--- src/rtl/fetch_stage.sv ---
// fetch_stage
//   Instruction fetch front end for the decode controller. It holds the PC,
//   issues word reads to instruction memory with at most one request in
//   flight, and buffers returned words in a 2-entry queue. The queue head is
//   presented to decode along with its PC and PC+4.
//
// Ports
//   clk, rst_n        clock, asynchronous active-low reset
//   imem_req/addr     read request (addr is the PC register)
//   imem_ready        memory accepts the request when high with imem_req
//   imem_rvalid/rdata in-order read response
//   stall             downstream hold; head is not consumed
//   redirect/target   flush queue, drop in-flight word, refetch from target
//   instruction, instr_pc, instr_pc_plus4, instr_valid   queue head (0 when empty)
`timescale 1ns/1ps
module fetch_stage #(
  parameter logic [31:0] RESET_PC = 32'h0000_0000
) (
  input  logic        clk,
  input  logic        rst_n,
  output logic        imem_req,
  output logic [31:0] imem_addr,
  input  logic        imem_ready,
  input  logic        imem_rvalid,
  input  logic [31:0] imem_rdata,
  input  logic        stall,
  input  logic        redirect,
  input  logic [31:0] redirect_target,
  output logic [31:0] instruction,
  output logic [31:0] instr_pc,
  output logic [31:0] instr_pc_plus4,
  output logic        instr_valid
);

  // IDLE: nothing outstanding; WAIT: response will be kept;
  // DROP: response belongs to a flushed path and will be discarded.
  localparam logic [1:0] S_IDLE = 2'd0;
  localparam logic [1:0] S_WAIT = 2'd1;
  localparam logic [1:0] S_DROP = 2'd2;

  logic [1:0]  r_state, w_state_nxt;
  logic [31:0] r_pc, r_req_pc;
  logic [1:0]  r_count, w_count_nxt;
  logic        r_head;
  logic [31:0] r_q_pc  [2];
  logic [31:0] r_q_ins [2];

  logic        w_valid, w_pop, w_push, w_room, w_accept, w_tail;
  logic [31:0] w_target;

  assign w_valid  = (r_count != 2'd0);
  assign w_pop    = w_valid & ~stall & ~redirect;
  assign w_push   = imem_rvalid & (r_state == S_WAIT) & ~redirect;
  // A response only ever arrives with count <= 1: the request was issued
  // with room to spare and nothing else can push while it is in flight.
  assign w_count_nxt = r_count + {1'b0, w_push} - {1'b0, w_pop};
  assign w_room   = (w_count_nxt < 2'd2);
  assign w_target = redirect_target & ~32'h3;

  // Issuing in the cycle a kept response returns sustains one word per
  // cycle against single-cycle memory. Gated by rst_n so nothing is
  // requested while reset is held.
  assign imem_req = rst_n & ~redirect & w_room &
                    ((r_state == S_IDLE) | ((r_state == S_WAIT) & imem_rvalid));
  assign w_accept = imem_req & imem_ready;

  // Tail slot: same as head when empty, the other slot when one entry is held.
  assign w_tail = r_head ^ (r_count == 2'd1);

  always_comb begin
    w_state_nxt = r_state;
    case (r_state)
      S_IDLE: if (w_accept) w_state_nxt = S_WAIT;
      S_WAIT: begin
        if (imem_rvalid)   w_state_nxt = w_accept ? S_WAIT : S_IDLE;
        else if (redirect) w_state_nxt = S_DROP;
      end
      S_DROP: if (imem_rvalid) w_state_nxt = S_IDLE;
      default: w_state_nxt = S_IDLE;
    endcase
  end

  always_ff @(posedge clk or negedge rst_n) begin
    if (!rst_n) begin
      r_state  <= S_IDLE;
      r_pc     <= RESET_PC;
      r_req_pc <= '0;
      r_count  <= '0;
      r_head   <= 1'b0;
    end else begin
      r_state <= w_state_nxt;
      if (redirect) begin
        r_pc    <= w_target;
        r_count <= '0;
        r_head  <= 1'b0;
      end else begin
        r_count <= w_count_nxt;
        r_head  <= r_head ^ w_pop;
        if (w_accept) begin
          r_req_pc <= r_pc;
          r_pc     <= r_pc + 32'd4;
        end
      end
    end
  end

  always_ff @(posedge clk or negedge rst_n) begin
    if (!rst_n) begin
      for (int i = 0; i < 2; i++) begin
        r_q_pc[i]  <= '0;
        r_q_ins[i] <= '0;
      end
    end else if (w_push) begin
      r_q_pc[w_tail]  <= r_req_pc;
      r_q_ins[w_tail] <= imem_rdata;
    end
  end

  // The address reads as zero while reset is held, like every other output.
  assign imem_addr      = rst_n ? r_pc : '0;
  assign instr_valid    = w_valid;
  assign instruction    = w_valid ? r_q_ins[r_head] : '0;
  assign instr_pc       = w_valid ? r_q_pc[r_head] : '0;
  assign instr_pc_plus4 = w_valid ? (r_q_pc[r_head] + 32'd4) : '0;

endmodule
--- config.mk ---
export PLATFORM = sky130hd
export DESIGN_NAME = fetch_stage
export DESIGN_NICKNAME = d
export VERILOG_FILES = /design/src/rtl/fetch_stage.sv
export SDC_FILE = /design/constraint.sdc
export NUM_CORES = 1
export LEC_CHECK = 0
export CAP_MARGIN = 20
export CORE_ASPECT_RATIO = 1.1
export CORE_MARGIN = 2
export CORE_UTILIZATION = 45
export DETAILED_ROUTE_END_ITERATION = 10
export GPL_ROUTABILITY_DRIVEN = 0
export GPL_TIMING_DRIVEN = 0
export PLACE_DENSITY = 0.71
export REMOVE_ABC_BUFFERS = 1
export SLEW_MARGIN = 5
export SYNTH_ARGS = -nofsm -noshare
export SYNTH_HDL_FRONTEND = slang
export SYNTH_SLANG_ARGS = --single-unit
--- constraint.sdc ---
create_clock -name clk -period 5 [get_ports clk]
set_input_delay 1 -clock clk [delete_from_list [all_inputs] [get_ports clk]]
set_output_delay 1 -clock clk [all_outputs]
set_load 0.01 [all_outputs]
== Word-level counts from Yosys, hierarchy flattened ==
Index checks and enable logic that the tools add are counted.
Word-level totals
  register bits: 197
  input port bits: 70
  output and inout port bits: 130
  word-level logic and storage cells: 68
Operators by class
  add/subtract/negate cells: 4
  magnitude comparators: 4
  equal/unequal tests: 6
  multiplexer cells: 24
  bitwise logic cells: 15
  reductions and logical operators: 6
Operator list (number)
  2-to-1 mux 32 bit: 13
  bitwise mux 64 bit: 2
  adder 32 x 3 -> 32 bit, second input constant: 2
  demux 32 bit (select 1 bit): 1
  2-to-1 mux 2 bit: 5
  AND 1 bit: 8
  case mux 2 bit (3 select lines): 1
  == test 2 x 1 -> 1 bit, second input constant: 2
  greater-or-equal comparator 2 bit, second input constant: 2
  inequality test 2 bit, second input constant: 2
  inverter 1 -> 2 bit: 2
  nonzero test 2 bit: 2
  inequality test 3 bit, second input constant: 1
  AND reduction 3 bit: 1
  adder 2 x 1 -> 2 bit: 1
  == test 2 bit, second input constant: 1
  logical NOT 2 bit: 1
  less-than comparator 2 x 1 -> 1 bit, second input constant: 1
  less-than comparator 2 bit, second input constant: 1
  2-to-1 mux 1 bit: 2
  inverter 1 bit: 2
  AND reduction 2 bit: 1
  subtractor 2 x 1 -> 2 bit: 1
  XOR 1 bit: 2
  2 further kinds: 2

== Logic depth before layout (Yosys ltp) ==
Gate-level depths: netlist (run 1).
  depth in word-level cells: 12
  gate-level depth with buffers: 13
  gate-level depth less buffers: 10

== Worst setup path before layout (run 1) ==
Ideal clock, no wire load.
  kind: register -> output
  start point: reg r_head
  end point: out instr_pc_plus4[26]
  data arrival time: 2.832 ns
  required time: 4.000 ns
  setup slack: 1.168 ns
  cell stages (with the launch flop): 11
  cells stage by stage: dfrtp_1 > buf_6 > buf_2 > buf_2 > buf_2 > mux2_2 > ha_1 > a21boi_1 > nand3_1 > nor4b_1 > mux2_2
On the way
  longest elaborated chain between the ends: 6
RTL lines
  start, declared: line 44  | logic r_head;
  start signal, assigned: line 98  | r_head <= r_head ^ w_pop;
  inverter 1 -> 2 bit (not written as such): line 124  | assign instr_pc_plus4 = w_valid ? (r_q_pc[r_head] + 32'd4) : '0;
  2-to-1 mux 32 bit (not written as such) (3 in a row): line 124
  adder 32 x 3 -> 32 bit: line 124
  2-to-1 mux 32 bit: line 124
  end, declared: line 31  | output logic [31:0] instr_pc_plus4,
No other way between the ends. The select of a mux whose other input is x is not followed.

== Worst setup path after layout (run 1) ==
Same ends and word-level chain as after synthesis.

==> results of run 1 <==
## per-stage QoR
stage | setup TNS (ns) | cell area, um2 | setup WS (ns) | total power (W)
final | 0 | 12820 | 0.2933 | 0.004504
after global routing | 0 | 12820 | 0.1146 | 0.004758
after CTS | 0 | 12810 | 0.2508 | 0.004546
after detailed placement | -0.2321 | 12130 | -0.1165 | 0.003129
after global placement | -2295.73 | 11890 | -10.12 | 0.003087
after floorplan | -188.55 | 9615 | -2.673 | 0.002703
## cells in the mapped netlist, types with 2 or more instances
library cell	instances	share of area, %
dfrtp_1	189	48
nand2_1	146	5.5
mux2_2	129	15
nor2_1	90	3.4
mux2i_1	57	5.8
clkbuf_1	43	1.6
and2_1	40	2.5
nand3_1	35	1.8
o21ai_0	34	1.7
nand3b_1	16	1.2
nand4_1	16	1.0
nor3_1	14	0.71
a21oi_1	13	0.66
o311ai_0	12	1.1
buf_2	10	0.51
nor2b_1	9	0.57
o31ai_1	9	0.68
xnor2_1	8	0.71
o211ai_1	7	0.53
a22oi_1	6	0.46
a31oi_1	6	0.38
buf_4	6	0.46
inv_1	6	0.23
nand2b_1	5	0.32
xor2_1	5	0.44
and3_1	4	0.25
ha_1	4	0.51
or3_1	4	0.25
a211oi_1	3	0.23
buf_1	3	0.11
nand4b_1	3	0.27
nor4_1	3	0.19
o31a_1	3	0.27
a21o_1	2	0.15
a221o_1	2	0.20
a32o_1	2	0.20
a41oi_1	2	0.18
and4_1	2	0.18
nor4b_1	2	0.18
## cell families (layout without fill, tap and decap cells)
kind of cell               Yosys count  after routing  synth area share [%]
adders and majority gates            4              4                0.5068
muxes                              186            186                 20.49
buffers and inverters               69            246                 3.053
and+or+nand+nor                    393            393                 18.84
AOI/OAI and AO/OA                  113            113                 7.792
DFF                                189            189                 47.89
xor gates and xnor gates            14             14                 1.394
other                                1              6               0.03797
## power groups by stage
| stage | sequential, W | clock [W] | combinational [W] |
|---|---|---|---|
| global route | 0.00217 | 0.00150 | 0.00109 |
| floorplan | 0.00207 | 0 | 0.000635 |
| finish | 0.00212 | 0.00140 | 0.000984 |
| CTS | 0.00212 | 0.00143 | 0.000997 |
| global placement | 0.00214 | 0 | 0.000942 |
| detailed placement | 0.00215 | 0 | 0.000977 |
## per-layer routing
metal  vias to the layer above  share of wire, %
met5                         -                 0
met4                         0               2.7
met3                        32               3.6
met2                       175                49
met1                      3830                45
li1                       3749                 -
## critical path, cell delays in order (launching register included)
cell             delay, ns
dfrtp_4               0.50
buf_16                0.22
mux2_2                0.30
ha_1                  0.23
a21boi_2              0.41
nand3_1               0.33
nor4b_1               0.43
mux2_2                0.38
clkdlybuf4s50_1       0.48
## area by class of cell
class / count / area, um2
Fill cell: 1852 / 8625
Multi-Input combinational cell: 716 / 4896
Timing Repair Buffer: 208 / 2186
Clock buffer: 20 / 456.7
Clock inverter: 12 / 158.9
Tap cell: 290 / 362.8
Inverter: 6 / 22.52
Sequential cell: 189 / 4733
## what timing repair did
action	4_1_cts	5_1_grt
setup buffers	5	0
hold buffers	0	0
endpoints found under the setup margin	15	0
endpoints found under the hold margin	0	0
resized for setup	1	0
## path summary, 6_finish.rpt
path                            slack, ns                  to
worst max-delay path                 0.29  instr_pc_plus4[26]
worst min-delay path                 0.50        r_req_pc[14]
worst max register to register       1.32            r_pc[21]
max in group asynchronous            3.39          r_q_pc[55]
min in group asynchronous            0.60             r_pc[3]
worst min register to register       0.50        r_req_pc[14]
## sequential cells by signal, indices dropped and copies added (netlist names)
name,count
r_req_pc,30
r_state,2
r_count,2
r_q_ins,64
r_head,1
r_pc,30
r_q_pc,60
==> metrics.md, run 1 <==
| Metric | Value |
|---|---|
| Status | finished, final reports clean |
| Max_slew headroom | 31.54% |
| RR Startpoint | r_count[1] |
| Clock transition at the registers of the reported paths | 0.07 ns |
| Seq/Total Area, Yosys | 47.89% |
| GR Util met3 | 3.123% |
| Detailed Routing Iterations Pass 1 | 4 |
| Global-route wire length before repair | 40.00 mm |
| Share of power burned in registers | 47.1% |
| Dpl hpwl | 17.15 mm |
| Worst-margin pin slew | 1.019 ns |
| Fin nets | 1,212 |
| YS warnings | 0 |
| Clock tree buffer depth | 2 |
| Fin Hold WS | 0.4997 ns |
| H-tree depth | 4 |
| Sw Ratio | 28.59% |
| Reg2reg path depth | 13 |
| Die height | 159.4 um |
| Setup-failing EPs final | 0 |
| Combinational power share | 21.8% |
| DRC | 0 |
| PwrDens | 351.4 mW/mm2 |
| Power Internal | 0.003216 W |
| Net switching power | 0.001287 W |
| Clock Power Share | 31.0% |
| Met1 usage | 26.93% |
| Busiest grt layer | met2 |
| Min-delay src | r_req_pc[14] |
| Clock sink total | 189 |
| Most frequent cells in the layout | clkdlybuf4s50_1, dfrtp_1, nand2_1 |
| MaxCap Viol Count | 0 |
| Placed insts | 1,403 |
| Initial antenna violation count | 0 |
| Hold crit path type | reg -> reg |
| Total gr overflow | 0 |
| Arrival time worst endpoint | 3.71 ns |
| Port bufs | 191 |
| Worst-Skew Late Latency | 0.42 ns |
| Tot GR Track Use | 21.08% |
| Setup crit start | r_head |
| Netlist cell types | 58 |
| CP Capture Type | output pin |
| Placeable core area | 0.02144 mm2 |
| Max FO, Critical Path | 73 |
| Mapped cell area | 0.009876 mm2 |
| GRT met2 Usage | 36.17% |
| Antenna-violating nets left | 0 |
| Async SR Flop Fraction | 100.0% |
| Layout Skew | 0.006743 ns |
| Pleak | 5.361 nW |
| Synth Register Bits | 189 |
| Avg Inst Size Synth | 10.19 um2 |
| Final hold vios | 0 |
| Leading register cell type out of synthesis | dfrtp_1 |
| I/O pins | 200 |
| Syn Inst Count | 969 |
| Layout Cells excl Fill | 1,441 |
| DIE AREA | 0.02315 mm2 |
| Inserted Diodes | 0 |
| Die Span X | 145.2 um |
| Startpoint Class | flip-flop |
| Vias per cell | 5.403 |
| Synthesis-to-finish area growth | 29.77% |
| Commonest non-fill, non-tap cell in the layout | clkdlybuf4s50_1 |
| Number of global-route vias before repair | 7,873 |
| Via count | 7,786 |
| WHS Path Cells | 2 |
| Starting density of the core | 46.06% |
| Routed WL per cell | 16.89 um |
| CTS tree | done |
| Final wirelength | 24.33 mm |
| Unrepaired setup endpoints after global routing | no |
| Number of buffers created by CTS | 17 |
| Crit share post-route | 94.13% |
| Largest net degree at the start of global routing | 123 |
| Rows | 56 |
| Clock root buffer | clkbuf_16 |
| Worst EP required | 4.00 ns |
| Maximum VDD drop | 256.6 uV |
| Ratio of cells with drive above 1 in the final layout | 16.42% |
| Final core utilization | 59.77% |
| Setup CP Type | reg -> out |
| DRT iter0 DRCs | 394 |
| Count of pins over their slew limit | 0 |
| Number of synthesized flops with an enable pin | 0 |
| Fmax | 0.2125 GHz |
| Minimum clock period | 4.707 ns |
(Power assumes the default switching activity.)
==> run 2, diff against run 1 <==
--- a/config.mk
+++ b/config.mk
@@ -6,13 +6,15 @@
 export NUM_CORES = 1
 export LEC_CHECK = 0
 export CAP_MARGIN = 20
+export CELL_PAD_IN_SITES_DETAIL_PLACEMENT = 1
+export CELL_PAD_IN_SITES_GLOBAL_PLACEMENT = 1
 export CORE_ASPECT_RATIO = 1.1
 export CORE_MARGIN = 2
-export CORE_UTILIZATION = 45
+export CORE_UTILIZATION = 40
 export DETAILED_ROUTE_END_ITERATION = 10
 export GPL_ROUTABILITY_DRIVEN = 0
 export GPL_TIMING_DRIVEN = 0
-export PLACE_DENSITY = 0.71
+export PLACE_DENSITY_LB_ADDON = 0.1
 export REMOVE_ABC_BUFFERS = 1
 export SLEW_MARGIN = 5
 export SYNTH_ARGS = -nofsm -noshare
==> metrics.md, run 2 (same netlist as run 1, synthesis figures left out) <==
| Metric | Value |
|---|---|
| Crit share post-route | 95.32% (was 94.13%) |
| Arrival time worst endpoint | 3.77 ns (was 3.71 ns) |
| Setup CP Type | reg -> out (unchanged) |
| Port bufs | 191 (unchanged) |
| Clock transition at the registers of the reported paths | 0.07 ns (about the same) |
| Post-Place Cell Area | 0.01221 mm2 (was 0.01213 mm2) |
| Via count | 7,854 (was 7,786) |
| Inserted Diodes | 0 (unchanged) |
| Setup-failing EPs final | 0 (unchanged) |
| DP Worst Slack | -0.2489 ns (was -0.1165 ns) |
| Cell area after layout | 0.01285 mm2 (was 0.01282 mm2) |
| Final wirelength | 26.65 mm (was 24.33 mm) |
| Routed WL per cell | 18.23 um (was 16.89 um) |
| Hold crit path type | in -> async (was reg -> reg) |
| Max reg flops | 64 (unchanged) |
| CP Capture Type | output pin (unchanged) |
| Tot GR Track Use | 21.21% (was 21.08%) |
| H-tree depth | 4 (unchanged) |
| Final hold vios | 0 (unchanged) |
| I/O pins | 200 (unchanged) |
| Pleak | 5.361 nW (about the same) |
| R2R Setup Slk | 1.22 ns (was 1.32 ns) |
| MaxCap Viol Count | 0 (unchanged) |
| Max FO, Critical Path | 71 (was 73) |
| Setup slack after layout | 0.2340 ns (was 0.2933 ns) |
| Final core utilization | 52.67% (was 59.77%) |
| Ratio of cells with drive above 1 in the final layout | 16.49% (was 16.42%) |
| Maximum VDD drop | 188.3 uV (was 256.6 uV) |
| DRT iter0 DRCs | 395 (was 394) |
| Reg2reg end | r_pc[21] (unchanged) |
| Minimum clock period | 4.766 ns (was 4.707 ns) |
| Detailed Routing Iterations Pass 1 | 5 (was 4) |
| Antenna-violating nets left | 0 (unchanged) |
| Sw Ratio | 29.82% (was 28.59%) |
| Starting density of the core | 40.48% (was 46.06%) |
| DRC | 0 (unchanged) |
| Count of pins over their slew limit | 0 (unchanged) |
| Net switching power | 0.001338 W (was 0.001287 W) |
| Fin Hold WS | 0.4608 ns (was 0.4997 ns) |
| PwrDens | 349.2 mW/mm2 (was 351.4 mW/mm2) |
| Power Internal | 0.003149 W (was 0.003216 W) |
| Number of global-route vias before repair | 8,195 (was 7,873) |
| Startpoint Class | flip-flop (unchanged) |
| Rows | 60 (was 56) |
| Fillers | 2,642 (was 1,852) |
| Global-route wire length before repair | 43.97 mm (was 40.00 mm) |
| Commonest non-fill, non-tap cell in the layout | clkdlybuf4s50_1 (unchanged) |
| DIE AREA | 0.02596 mm2 (was 0.02315 mm2) |
| Max_slew headroom | 30.84% (was 31.54%) |
| Share of power burned in registers | 47.4% (was 47.1%) |
| Vias per cell | 5.372 (was 5.403) |
| Total gr overflow | 0 (unchanged) |
| Clock root buffer | clkbuf_16 (unchanged) |
| Biggest regs | r_q_ins x64, r_q_pc x60 (unchanged) |
| Initial antenna violation count | 0 (unchanged) |
| Reg with most FFs | r_q_ins (unchanged) |
| Largest net degree at the start of global routing | 103 (was 123) |
| Die Span X | 153.8 um (was 145.2 um) |
| RR Startpoint | r_count[1] (unchanged) |
| Clock sink total | 189 (unchanged) |
| Worst-Skew Late Latency | 0.43 ns (was 0.42 ns) |
| Clock Power Share | 30.3% (was 31.0%) |
| Die height | 168.8 um (was 159.4 um) |
| Clock tree buffer depth | 2 (unchanged) |
| Most frequent cells in the layout | clkdlybuf4s50_1, dfrtp_1, nand2_1 (unchanged) |
| Fin nets | 1,213 (was 1,212) |
| Number of buffers created by CTS | 17 (unchanged) |
| Unrepaired setup endpoints after global routing | no (unchanged) |
| CTS Hold Buffers Added | 0 (unchanged) |
| Reg2reg path depth | 12 (was 13) |
| Fmax | 0.2098 GHz (was 0.2125 GHz) |
| Layout Skew | 0.01367 ns (was 0.006743 ns) |
| Worst-margin pin slew | 1.030 ns (was 1.019 ns) |
| CTS tree | done (unchanged) |
| Dpl hpwl | 18.91 mm (was 17.15 mm) |
| Synthesis-to-finish area growth | 30.12% (was 29.77%) |
| Status | finished, final reports clean (unchanged) |
| Placeable core area | 0.02440 mm2 (was 0.02144 mm2) |
| Worst EP required | 4.00 ns (about the same) |
| Combinational power share | 22.3% (was 21.8%) |
==> run 2: cell types whose count changed in the layout (fill, tap and decap cells not counted), sizes merged <==
cell / change
inv: +4
clkbuf: -2
clkinv: -2
buf: +1
bufinv: -1
clkinvlp: +1
==> run 2: final cells by class <==
class	instances	area [um2]	share of cell area, %
tap	310	387.9	3.019
clock buffer	18	429.2	3.340
multi-input combinational	716	4896	38.10
clock inverter	14	156.4	1.217
inverter	6	22.52	0.1753
timing repair buffer	209	2225	17.31
sequential	189	4733	36.84
==> run 2: worst max-delay path by stage <==
stage / start / slack [ns] / end
floorplan: r_count[1] / -2.67 / r_pc[23]
global placement: rst_n / -10.74 / r_pc[23]
detailed placement: r_head / -0.25 / instr_pc_plus4[31]
CTS: r_head / 0.21 / instr_pc_plus4[26]
global route: r_head / 0.03 / instr_pc_plus4[26]
finish: r_head / 0.23 / instr_pc_plus4[26]
==> run 2: per-layer routing <==
layer | vias up | global-route usage [%] | wire [um]
met1 | 3917 | 28.72 | 12620
li1 | 3750 | - | -
met3 | 24 | 3.175 | 833
met5 | - | 0 | 0
met4 | 0 | 5.364 | 329
met2 | 163 | 35.96 | 12870
==> run 2: repair_timing <==
item                                   4_1_cts  5_1_grt
setup endpoints to repair                   17        0
setup buffers                                5        0
resized for setup                            1        0
endpoints found under the hold margin        0        0
==> run 2: power by group through the flow <==
| stage | Clock (W) | Combinational (W) | Sequential [W] |
|---|---|---|---|
| floorplan | 0 | 0.000635 | 0.00207 |
| global placement | 0 | 0.000954 | 0.00215 |
| detailed placement | 0 | 0.00100 | 0.00216 |
| CTS | 0.00141 | 0.00102 | 0.00212 |
| global route | 0.00146 | 0.00111 | 0.00218 |
| finish | 0.00136 | 0.00100 | 0.00213 |
==> run 2: critical path, cell delays in order (launching register included) <==
cell and delay (ns):
dfrtp_4 0.50, buf_16 0.23, mux2_2 0.30, ha_1 0.24, a21boi_2 0.42, nand3_1 0.35
nor4b_1 0.44, mux2_2 0.37, clkdlybuf4s50_1 0.47
==> run 2: stage by stage <==
step | total power [W] | setup TNS, ns | instances
after floorplan | 0.002703 | -188.55 | 911
after global placement | 0.003106 | -2484.56 | 1412
after detailed placement | 0.003163 | -0.5367 | 1425
after CTS | 0.004548 | 0 | 1462
after global routing | 0.004754 | 0 | 1462
final | 0.004487 | 0 | 1462
==> run 3, diff against run 2 <==
--- a/config.mk
+++ b/config.mk
@@ -10,7 +10,8 @@
 export CELL_PAD_IN_SITES_GLOBAL_PLACEMENT = 1
 export CORE_ASPECT_RATIO = 1.1
 export CORE_MARGIN = 2
-export CORE_UTILIZATION = 40
+export CORE_UTILIZATION = 41
+export CTS_BUF_LIST = sky130_fd_sc_hd__clkbuf_4 sky130_fd_sc_hd__clkbuf_8
 export DETAILED_ROUTE_END_ITERATION = 10
 export GPL_ROUTABILITY_DRIVEN = 0
 export GPL_TIMING_DRIVEN = 0
==> metrics.md, run 3 (same netlist as run 1, synthesis figures left out) <==
| Metric | Value |
|---|---|
| Placed insts | 1,421 (was 1,425) |
| DRC | 0 (unchanged) |
| MaxCap Viol Count | 0 (unchanged) |
| PwrDens | 328.6 mW/mm2 (was 349.2 mW/mm2) |
| Biggest regs | r_q_ins x64, r_q_pc x60 (unchanged) |
| Vias per cell | 5.414 (was 5.372) |
| Number of buffers created by CTS | 17 (unchanged) |
| Synthesis-to-finish area growth | 28.00% (was 30.12%) |
| Die height | 166.8 um (was 168.8 um) |
| Layout Skew | 0.01655 ns (was 0.01367 ns) |
| Most frequent CP cell | mux2_2 (unchanged) |
| I/O pins | 200 (unchanged) |
| Clock sink total | 189 (unchanged) |
| Port bufs | 191 (unchanged) |
| Hold crit path type | in -> async (unchanged) |
| Pwr Total | 0.004154 W (was 0.004487 W) |
| Global-route wire length before repair | 42.99 mm (was 43.97 mm) |
| Max_slew headroom | 34.45% (was 30.84%) |
| Storage element area | 0.004733 mm2 (unchanged) |
| Dpl hpwl | 18.97 mm (was 18.91 mm) |
| Final wirelength | 26.29 mm (was 26.65 mm) |
| Minimum clock period | 4.849 ns (was 4.766 ns) |
| Placeable core area | 0.02370 mm2 (was 0.02440 mm2) |
| Cells along the critical path | buf_16 > mux2_2 > ha_1 > a21boi_2 > nand3_1 > nor4b_2 > mux2_2 > clkdlybuf4s50_1 (was buf_16 > mux2_2 > ha_1 > a21boi_2 > nand3_1 > nor4b_1 > mux2_2 > clkdlybuf4s50_1) |
| Clock root buffer | clkbuf_8 (was clkbuf_16) |
| Max FO, Critical Path | 65 (was 71) |
| Reg with most FFs | r_q_ins (unchanged) |
| Count of pins over their slew limit | 0 (unchanged) |
| Starting density of the core | 41.68% (was 40.48%) |
| Worst-margin pin slew | 0.9758 ns (was 1.030 ns) |
| Commonest non-fill, non-tap cell in the layout | clkdlybuf4s50_1 (unchanged) |
| CTS Hold Buffers Added | 0 (unchanged) |
| Number of global-route vias before repair | 8,050 (was 8,195) |
| Antenna-violating nets left | 0 (unchanged) |
| Multi-input combinational cell area | 0.004902 mm2 (was 0.004896 mm2) |
| H-tree depth | 4 (unchanged) |
| Layout Cells excl Fill | 1,455 (was 1,462) |
| DRT iter0 DRCs | 398 (was 395) |
| Total gr overflow | 0 (unchanged) |
| Fillers | 2,618 (was 2,642) |
| Tot GR Track Use | 20.74% (was 21.21%) |
| Worst EP required | 4.00 ns (about the same) |
| Fin nets | 1,211 (was 1,213) |
| Detailed Routing Iterations Pass 1 | 4 (was 5) |
| Clock transition at the registers of the reported paths | 0.10 ns (was 0.07 ns) |
| Initial antenna violation count | 0 (unchanged) |
| Rows | 59 (was 60) |
| Routed WL per cell | 18.07 um (was 18.23 um) |
| Ratio of cells with drive above 1 in the final layout | 16.52% (was 16.49%) |
| Post-route setup TNS | 0 ns (unchanged) |
| Slowest cell on crit path | dfrtp_4 (unchanged) |
| Setup-failing EPs final | 0 (unchanged) |
| Reg2reg path depth | 13 (was 12) |
| Worst-Skew Late Latency | 0.47 ns (was 0.43 ns) |
| Die Span X | 152.0 um (was 153.8 um) |
| CP Capture Type | output pin (unchanged) |
| Pleak | 5.269 nW (was 5.361 nW) |
| CP max stage delay | 0.58 ns (was 0.50 ns) |
| Most frequent cells in the layout | clkdlybuf4s50_1, dfrtp_1, nand2_1 (unchanged) |
| Fmax | 0.2062 GHz (was 0.2098 GHz) |
| Max reg flops | 64 (unchanged) |
| Clock tree buffer depth | 2 (unchanged) |
| Status | finished, final reports clean (unchanged) |
| Final hold vios | 0 (unchanged) |
| Largest net degree at the start of global routing | 85 (was 103) |
| Fin Hold WS | 0.4371 ns (was 0.4608 ns) |
| CTS tree | done (unchanged) |
| DIE AREA | 0.02535 mm2 (was 0.02596 mm2) |
| Maximum VDD drop | 174.4 uV (was 188.3 uV) |
| Inserted Diodes | 0 (unchanged) |
| Setup CP Type | reg -> out (unchanged) |
| Unrepaired setup endpoints after global routing | yes (was no) |
| Crit share post-route | 96.97% (was 95.32%) |
| Via count | 7,877 (was 7,854) |
| Arrival time worst endpoint | 3.85 ns (was 3.77 ns) |
| Startpoint Class | flip-flop (unchanged) |
run 3: power breakdown:
| group | internal [W] | switching, W |
|---|---|---|
| Combinational | 0.000540 | 0.000455 |
| Clock | 0.000453 | 0.000579 |
| Sequential | 0.00186 | 0.000270 |
| Total | 0.00285 | 0.00130 |
run 3: per-layer routing:
metal / GRT usage, % / vias up / part of all wire [%]
li1: - / 3751 / -
met1: 28.10 / 3931 / 47
met2: 34.23 / 164 / 48
met3: 3.461 / 31 / 3.0
met4: 6.420 / 0 / 2.2
met5: 0 / - / 0
run 3: path summary, 6_finish.rpt:
check | slack [ns] | to | from
worst max-delay path | 0.15 | instr_pc_plus4[26] | r_head
worst min-delay path | 0.44 | r_q_ins[33] | rst_n
worst max register to register | 1.20 | r_pc[25] | r_count[1]
worst min register to register | 0.51 | r_req_pc[16] | r_req_pc[16]
max in group asynchronous | 3.78 | r_q_pc[29] | rst_n
min in group clk | 0.51 | r_req_pc[16] | r_req_pc[16]
run 3: cell type report:
type                       instances  share of cell area (%)
multi-input combinational        716                   38.78
tap                              305                   3.019
inverter                           6                  0.1782
sequential                       189                   37.44
timing repair buffer             207                   17.45
clock buffer                      17                   1.851
clock inverter                    15                   1.277
run 3: critical path: cells and delay by family, from the launching register on:
kind | cells | cell delay [ns]
buffers and inverters | 2 | 0.72
AOI/OAI and AO/OA | 1 | 0.40
muxes | 2 | 0.66
adders and majority gates | 1 | 0.23
and+or+nand+nor | 2 | 0.77
DFF | 1 | 0.58
run 3: stage by stage:
step | area, um2 | util [%] | worst slack, ns
after floorplan | 9615 | - | -2.673
after global placement | 11910 | 50.26 | -10.64
after detailed placement | 12220 | 51.57 | 0.1885
after CTS | 12640 | 53.34 | 0.08742
after global routing | 12640 | 53.34 | -0.009743
final | 12640 | 53.34 | 0.1513
run 3: what timing repair did:
item                                    4_1_cts  5_1_grt
pin swaps                                     1        0
endpoints found under the setup margin        7        1
resized for setup                             2        0
setup buffers                                 2        0
